==> config.mk <==
export PLATFORM = sky130hd
export DESIGN_NAME = spi_reg_slave
export DESIGN_NICKNAME = d
export VERILOG_FILES = /design/src/rtl/spi_reg_slave.sv
export SDC_FILE = /design/constraint.sdc
export NUM_CORES = 1
export LEC_CHECK = 0
export CORE_MARGIN = 2
export CORE_UTILIZATION = 50
export CTS_BUF_LIST = sky130_fd_sc_hd__clkbuf_4 sky130_fd_sc_hd__clkbuf_8
export CTS_CLUSTER_SIZE = 8
export DETAILED_ROUTE_END_ITERATION = 10
export MAX_ROUTING_LAYER = met4
export PLACE_DENSITY_LB_ADDON = 0.1
export SYNTH_ARGS = -nofsm -noshare
export SYNTH_HDL_FRONTEND = slang
export SYNTH_SLANG_ARGS = --single-unit
==> constraint.sdc <==
create_clock -name clk_clk -period 2.1 [get_ports clk_clk]
set_clock_uncertainty 0.15 [all_clocks]
set_input_delay 0.63 -clock clk_clk [delete_from_list [all_inputs] [get_ports clk_clk]]
set_output_delay 0.63 -clock clk_clk [all_outputs]
set_load 0.005 [all_outputs]
==> src/rtl/spi_reg_slave.sv <==
// SPI mode-0 slave that turns 40-bit {cmd, data} frames into register-bank
// write strobes and read-address/readback shifts, all in the clk_clk domain.
//
// state  | meaning
// IDLE   | no frame; waiting for a synchronized SS_n falling edge
// CMD    | shifting in the 8 command bits
// DATA   | shifting 32 data bits in (write) or out on MISO (read)
// WAIT_SS| frame complete; extra SCLK edges ignored until SS_n rises
module spi_reg_slave #(
  parameter int NUM_REGS    = 60,
  parameter int SYNC_STAGES = 2
) (
  input  logic        clk_clk,
  input  logic        reset_reset_n,
  input  logic        spi_SCLK,
  input  logic        spi_MOSI,
  input  logic        spi_SS_n,
  output logic        spi_MISO,
  output logic        spi_MISO_oe,
  output logic        reg_wr_en,
  output logic [5:0]  reg_wr_addr,
  output logic [31:0] reg_wr_data,
  output logic [5:0]  reg_rd_addr,
  input  logic [31:0] reg_rd_data,
  output logic        frame_err
);

  typedef enum logic [1:0] {
    S_IDLE = 2'd0,
    S_CMD  = 2'd1,
    S_DATA = 2'd2,
    S_WAIT = 2'd3
  } state_t;

  localparam logic [6:0] NUM_REGS_W = 7'(NUM_REGS);

  logic [SYNC_STAGES-1:0] sclk_sync_q;
  logic [SYNC_STAGES-1:0] mosi_sync_q;
  logic [SYNC_STAGES-1:0] ss_sync_q;
  logic [SYNC_STAGES:0]   warm_q;
  logic                   sclk_prev_q;
  logic                   ss_prev_q;

  logic sclk_s, mosi_s, ss_s, warm;
  logic sclk_rise, sclk_fall, ss_rise, ss_fall;

  state_t      state_q, state_d;
  logic [5:0]  cnt_q, cnt_d;
  logic [7:0]  cmd_q, cmd_d;
  logic [31:0] rx_q, rx_d;
  logic [31:0] tx_q, tx_d;
  logic        miso_q, miso_d;
  logic        rd_load_q, rd_load_d;
  logic [5:0]  rd_addr_q, rd_addr_d;
  logic        wr_en_q, wr_en_d;
  logic [5:0]  wr_addr_q, wr_addr_d;
  logic [31:0] wr_data_q, wr_data_d;
  logic        err_q, err_d;
  logic [7:0]  cmd_next;
  logic [31:0] data_next;

  function automatic logic addr_ok(input logic [5:0] a);
    return ({1'b0, a} < NUM_REGS_W);
  endfunction

  always_ff @(posedge clk_clk or negedge reset_reset_n) begin
    if (!reset_reset_n) begin
      sclk_sync_q <= '0;
      mosi_sync_q <= '0;
      ss_sync_q   <= '1;
      warm_q      <= '0;
      sclk_prev_q <= 1'b0;
      ss_prev_q   <= 1'b1;
    end else begin
      sclk_sync_q[0] <= spi_SCLK;
      mosi_sync_q[0] <= spi_MOSI;
      ss_sync_q[0]   <= spi_SS_n;
      for (int i = 1; i < SYNC_STAGES; i++) begin
        sclk_sync_q[i] <= sclk_sync_q[i-1];
        mosi_sync_q[i] <= mosi_sync_q[i-1];
        ss_sync_q[i]   <= ss_sync_q[i-1];
      end
      warm_q      <= {warm_q[SYNC_STAGES-1:0], 1'b1};
      sclk_prev_q <= sclk_s;
      ss_prev_q   <= ss_s;
    end
  end

  assign sclk_s = sclk_sync_q[SYNC_STAGES-1];
  assign mosi_s = mosi_sync_q[SYNC_STAGES-1];
  assign ss_s   = ss_sync_q[SYNC_STAGES-1];

  // Edges only count once both compared samples came from the pins, so a
  // reset released mid-frame cannot fake an SS_n falling edge.
  assign warm      = warm_q[SYNC_STAGES];
  assign sclk_rise = warm &  sclk_s & ~sclk_prev_q;
  assign sclk_fall = warm & ~sclk_s &  sclk_prev_q;
  assign ss_rise   = warm &  ss_s   & ~ss_prev_q;
  assign ss_fall   = warm & ~ss_s   &  ss_prev_q;

  always_ff @(posedge clk_clk or negedge reset_reset_n) begin
    if (!reset_reset_n) begin
      state_q   <= S_IDLE;
      cnt_q     <= '0;
      cmd_q     <= '0;
      rx_q      <= '0;
      tx_q      <= '0;
      miso_q    <= 1'b0;
      rd_load_q <= 1'b0;
      rd_addr_q <= '0;
      wr_en_q   <= 1'b0;
      wr_addr_q <= '0;
      wr_data_q <= '0;
      err_q     <= 1'b0;
    end else begin
      state_q   <= state_d;
      cnt_q     <= cnt_d;
      cmd_q     <= cmd_d;
      rx_q      <= rx_d;
      tx_q      <= tx_d;
      miso_q    <= miso_d;
      rd_load_q <= rd_load_d;
      rd_addr_q <= rd_addr_d;
      wr_en_q   <= wr_en_d;
      wr_addr_q <= wr_addr_d;
      wr_data_q <= wr_data_d;
      err_q     <= err_d;
    end
  end

  always_comb begin
    state_d   = state_q;
    cnt_d     = cnt_q;
    cmd_d     = cmd_q;
    rx_d      = rx_q;
    tx_d      = tx_q;
    miso_d    = miso_q;
    rd_load_d = 1'b0;
    rd_addr_d = rd_addr_q;
    wr_en_d   = 1'b0;
    wr_addr_d = wr_addr_q;
    wr_data_d = wr_data_q;
    err_d     = 1'b0;
    cmd_next  = {cmd_q[6:0], mosi_s};
    data_next = {rx_q[30:0], mosi_s};

    // Read data is sampled the cycle after the address is presented.
    if (rd_load_q) begin
      tx_d = addr_ok(rd_addr_q) ? reg_rd_data : '0;
    end

    case (state_q)
      S_IDLE: begin
        miso_d = 1'b0;
        if (ss_fall) begin
          state_d = S_CMD;
          cnt_d   = '0;
          cmd_d   = '0;
          rx_d    = '0;
          tx_d    = '0;
        end
      end
      S_CMD: begin
        if (ss_rise) begin
          state_d = S_IDLE;
          err_d   = 1'b1;
          miso_d  = 1'b0;
        end else begin
          if (sclk_fall) begin
            miso_d = 1'b0;
          end
          if (sclk_rise) begin
            cmd_d = cmd_next;
            cnt_d = cnt_q + 6'd1;
            if (cnt_q == 6'd7) begin
              state_d = S_DATA;
              if (cmd_next[7]) begin
                rd_addr_d = cmd_next[5:0];
                rd_load_d = 1'b1;
              end
            end
          end
        end
      end
      S_DATA: begin
        if (ss_rise) begin
          state_d = S_IDLE;
          err_d   = 1'b1;
          miso_d  = 1'b0;
        end else begin
          if (sclk_fall) begin
            if (cmd_q[7]) begin
              miso_d = tx_q[31];
              tx_d   = {tx_q[30:0], 1'b0};
            end else begin
              miso_d = 1'b0;
            end
          end
          if (sclk_rise) begin
            rx_d  = data_next;
            cnt_d = cnt_q + 6'd1;
            if (cnt_q == 6'd39) begin
              state_d = S_WAIT;
              if (cmd_q[6]) begin
                err_d = 1'b1;
              end else if (!cmd_q[7]) begin
                if (addr_ok(cmd_q[5:0])) begin
                  wr_en_d   = 1'b1;
                  wr_addr_d = cmd_q[5:0];
                  wr_data_d = data_next;
                end else begin
                  err_d = 1'b1;
                end
              end
            end
          end
        end
      end
      S_WAIT: begin
        if (sclk_fall) begin
          miso_d = 1'b0;
        end
        if (ss_rise) begin
          state_d = S_IDLE;
          miso_d  = 1'b0;
        end
      end
      default: begin
        state_d = S_IDLE;
      end
    endcase
  end

  assign spi_MISO    = miso_q;
  assign spi_MISO_oe = ~ss_s & ((state_q != S_IDLE) | ss_fall);
  assign reg_wr_en   = wr_en_q;
  assign reg_wr_addr = wr_addr_q;
  assign reg_wr_data = wr_data_q;
  assign reg_rd_addr = rd_addr_q;
  assign frame_err   = err_q;

endmodule

Word level (Yosys, flattened, before mapping)
Index checks and enable logic that the tools add are counted.
{"block": "op_classes", "order_cmp": 2, "muxes": 54, "n_addsub": 1, "reduce_logical": 14, "n_bitwise": 17, "div": 0, "mul": 0, "shift": 0, "n_eq_ne": 19}
{"cell": "$mux 32", "n": 6}
{"cell": "$mux 31", "n": 3}
{"cell": "$pmux 32 s2", "n": 1}
{"cell": "$pmux 31 s2", "n": 1}
{"cell": "$mux 1", "n": 24}
{"cell": "$mux 8", "n": 3}
{"cell": "$mux 6", "n": 3}
{"cell": "$mux 2", "n": 8}
{"cell": "$pmux 8 s2", "n": 1}
{"cell": "$ne 3x3->1 const B", "n": 5}
{"cell": "$ne 2x2->1 const B", "n": 7}
{"cell": "$lt 6x6->1 const B", "n": 2}
{"cell": "$pmux 6 s2", "n": 1}
{"cell": "$reduce_and 4->1", "n": 3}
{"cell": "$and 1x1->1", "n": 9}
{"cell": "$pmux 2 s4", "n": 1}
{"cell": "$reduce_bool 2->1", "n": 4}
{"cell": "$not 1->1", "n": 7}
{"cell": "$reduce_and 7->1", "n": 1}
{"cell": "$add 6x1->6 const B", "n": 1}
{"cell": "$eq 6x3->1 const B", "n": 1}
{"cell": "$eq 6x6->1 const B", "n": 1}
{"cell": "$reduce_and 6->1", "n": 1}
{"cell": "$reduce_and 5->1", "n": 1}
{"cell": "other kinds (10)", "n": 12}
{"block": "word_totals", "latch_bits": 0, "mem_bits_ro": 0, "out_inout_bits": 48, "regBits": 138, "ram_bits": 0, "mem_count": 0}

Longest topological paths before layout
{"block": "depth", "word_depth": 8, "depth_mapped": 7}

Worst setup path before layout
No wires, ideal clock.
{"block": "synth_path", "path_type": "reg2reg", "start": "register cnt_q[0]", "end": "register wr_data_q[1], in the netlist reg_wr_data[1]", "synth_period_minus_slack_ns": 2.040, "arrival_ns": 1.765, "slack_ns": 0.060, "setup_ns": 0.125, "path_stages_with_launch": 7, "required_time_ns": 1.825, "cell_sequence": "dfrtp_1 -> ha_1 -> nand4bb_2 -> nor4_4 -> buf_4 -> buf_6 -> mux2_2"}
{"block": "synth_between", "elab_chain_cells": 2}
{"element": "from (decl)", "line": "48", "rtl": "logic [5:0] cnt_q, cnt_d;"}
{"element": "from (signal assigned)", "line": "117", "rtl": "cnt_q <= cnt_d;"}
{"element": "$eq 6x6->1", "line": "202", "rtl": "if (cnt_q == 6'd39) begin"}
{"element": "$reduce_and 7->1 (no source line)"}
{"element": "to (signal assigned)", "line": "126", "rtl": "wr_data_q <= wr_data_d;"}
{"element": "to (decl)", "line": "57", "rtl": "logic [31:0] wr_data_q, wr_data_d;"}
No other way between the ends.
A chain may end at the register's enable or synchronous reset.

Final worst setup path
{"block": "layout_path", "start": "register ss_prev_q", "end": "output port spi_MISO_oe"}
{"block": "layout_between", "elab_chain_cells": 3}
{"element": "from (decl)", "line": "42", "rtl": "logic ss_prev_q;"}
{"element": "from (signal assigned)", "line": "85", "rtl": "ss_prev_q <= ss_s;"}
{"element": "$and 1x1->1", "line": "99", "rtl": "assign ss_fall = warm & ~ss_s & ss_prev_q;"}
{"element": "$or 1x1->1", "line": "235", "rtl": "assign spi_MISO_oe = ~ss_s & ((state_q != S_IDLE) | ss_fall);"}
{"element": "$and 1x1->1", "line": "235"}
{"element": "to (decl)", "line": "19", "rtl": "output logic spi_MISO_oe,"}
No other way between the ends.

==> results.txt <==
I/O pin count: 85
Largest net degree at the start of global routing: 47
GPL Wtd Cong: 0.794
Crit-path max FO: 2
Post-Synthesis Cells: 434
TritonCTS Buffers: 17
DR vias/cell: 5.78
Worst R2R Setup Slack: -20 ps
Vias in the first global route: 4043
Switching Fraction: 0.286
Total gr overflow: 0
TritonCTS Sinks: 138
N_diodes: 0
Synth Register Bits: 138
Syn_nets: 476
Worst path required time: 1320 ps
Tmin final: 2160 ps
Core area: 10900 µm²
Async SR Flop Fraction: 1.00
Final Cell Area: 7610 µm²
Area growth from synthesis to layout: 35.6%
Pins Over Slew Limit: 0
First-pass GRT wire length: 19900 µm
Port-buffer cells: 84
Sw power: 1710 µW
Comb power frac: 0.184
H-tree depth: 4
P_leak: 0.00397 µW
Crit. Startpoint: ss_prev_q
Post-DP HPWL: 7860 µm
Mapped Area: 5610 µm²
VDD IR max: 0.509 mV
Cell Rows: 38
Max_cap viols: 0
Crit share post-route: 1.03
Clock root cell: clkbuf_8
Post-synth EDFFs: 0
Seq/Total Area, Yosys: 0.616
Critical Path Start Type: flop
HP Class: reg -> reg
CP endpoint kind: primary output
Final hold vios: 0
Drt pass-1 iters: 5
CTS tree: done
Arr. time, crit path: 1380 ps
Share of layout cells above drive strength 1: 0.254
Avg Cell Area, Syn: 12.9 µm²
Residual DRC: 0
Maximum clock insertion buffer count: 2
RSZ-0062 raised after global routing: yes
Setup Viol. Count Final: 21
Initial DRC Count: 236
Power Internal: 4270 µW
Pre-CTS setup slack: -36.4 ps
Fin worst setup slack: -61.9 ps
Yosys warning count: 0
DRT Wirelength: 12900 µm
Die Ht: 110 µm
Outcome: complete, but fails checks
Vias post-DR: 4147
Clock Latency Late Sink: 430 ps
Setup TNS: -159 ps
Most common cell after layout, fill and taps aside: dfrtp_1
Layout Cells excl Fill: 718
WL per Instance: 17.9 µm
Max Clk Rate: 0.463 GHz
Initial core utilization: 0.516
Die width: 110 µm
Clock transition at path regs: 70 ps
Worst r2r src: ss_prev_q
DP Cell Count: 669
CP Class: reg -> out
Initial antenna violation count: 0
Placed cell area: 6900 µm²
Pwr/cell area: 786 nW/µm²
DIE AREA: 12100 µm²
Antenna-violating nets left: 0
Most frequent cells in the layout: 135 x dfrtp_1, 39 x o21ai_0, 39 x buf_4, 36 x mux2_2, 36 x clkdlybuf4s50_1
Final-layout fill cell count: 814
Worst hold start: warm_q[1]
Unique masters post-synth: 51
Gr usage total: 0.223
Seq pwr share: 0.459
Clock power share: 0.357
Failing checks: setup timing
Primary FF master, synth: dfrtp_1
Final nets: 607
-- worst max-delay path: stages, from the launching register on --
cell,delay [ps]
dfstp_2,540
nand3b_1,90
and2_4,150
nor2_1,70
buf_2,110
-- path summary, 6_finish.rpt --
kind / endpoint / depth (start not counted)
setup / recovery: spi_MISO_oe / 4
hold / removal: warm_q[2] / 0
setup reg to reg: reg_wr_data[20] / 7
hold reg to reg: warm_q[2] / 0
max in group asynchronous: ss_prev_q / 3
min in group asynchronous: tx_q[29] / 2
-- layer usage --
layer	global-route usage	up-vias	wire, µm
met5	-	-	0
met4	0.0678	0	123
met2	0.332	101	6300
li1	-	1891	-
met3	0.0504	12	480
met1	0.308	2143	5950
-- what timing repair did --
item / CTS / global route
hold buffers: 1 / 0
pin swaps: 1 / 4
buffers inserted: 4 / 5
gates cloned: 1 / 6
endpoints found under the hold margin: 42 / 0
setup endpoints to repair: 63 / 101
resized for setup: 29 / 35
-- Yosys cell counts, types with 2 or more instances --
cell | instances | share of area
nand4b_1 | 2 | 0.0031
or4_1 | 2 | 0.0027
nor2b_1 | 2 | 0.0022
nand3b_1 | 4 | 0.0054
nand4_1 | 2 | 0.0022
a21oi_1 | 4 | 0.0036
a211o_1 | 3 | 0.0047
a22o_1 | 31 | 0.048
nand2_1 | 33 | 0.022
o21ai_0 | 39 | 0.035
mux2_2 | 36 | 0.072
a22oi_1 | 33 | 0.044
nand3_1 | 3 | 0.0027
a31oi_1 | 2 | 0.0022
and2_1 | 3 | 0.0033
clkbuf_1 | 15 | 0.010
o31a_1 | 2 | 0.0031
nor2_1 | 7 | 0.0047
mux2_1 | 8 | 0.016
o31ai_1 | 3 | 0.0040
dfrtp_1 | 135 | 0.60
a21boi_1 | 2 | 0.0027
dfstp_2 | 3 | 0.014
ha_1 | 5 | 0.011
nor3_2 | 2 | 0.0036
a32o_1 | 8 | 0.014
inv_1 | 6 | 0.0040
nand2b_1 | 3 | 0.0033
mux2i_1 | 3 | 0.0054
buf_6 | 2 | 0.0040
buf_2 | 11 | 0.0098
-- flip-flops by register name, summed over array words and instances, names as in the netlist, 3 cells and up --
register / flops
reg_wr_data: 32
tx_q: 32
rx_q: 31
cmd_q: 8
cnt_q: 6
reg_rd_addr: 6
reg_wr_addr: 6
warm_q: 3
-- kinds of logic (layout without fill, tap and decap cells) --
group / Yosys count / after routing / share of synthesized area
fa+ha+maj: 5 / 5 / 0.0111
simple gates: 71 / 71 / 0.0707
other cells: 1 / 1 / 0.000668
mux: 47 / 47 / 0.0936
flops: 138 / 138 / 0.616
compound gates: 137 / 137 / 0.179
buf+inv: 35 / 179 / 0.0292
-- layout make-up --
cell class / instances / area (µm²) / area share
flip-flops and latches: 138 / 3460 / 0.454
well taps: 140 / 175 / 0.0230
clock buffers: 19 / 249 / 0.0327
repair buffers: 141 / 1510 / 0.199
multi-input cells: 261 / 2050 / 0.269
inverters: 6 / 22.5 / 0.00296
clock inverters: 13 / 143 / 0.0187
-- through the flow --
stage,util,power [µW],hold slack [ps]
after floorplan,-,3330,181
after global placement,0.634,3800,181
after detailed placement,0.634,3830,187
after CTS,0.675,5970,204
after global routing,0.699,6280,221
final,0.699,5980,203
-- power by group through the flow --
stage | Combinational [µW] | Clock, µW | Sequential (µW)
global route | 1200 | 2320 | 2760
CTS | 1050 | 2180 | 2740
floorplan | 529 | 0 | 2800
global placement | 1010 | 0 | 2790
finish | 1100 | 2140 | 2750
detailed placement | 1040 | 0 | 2800
Power figures use the tool's default switching activity.
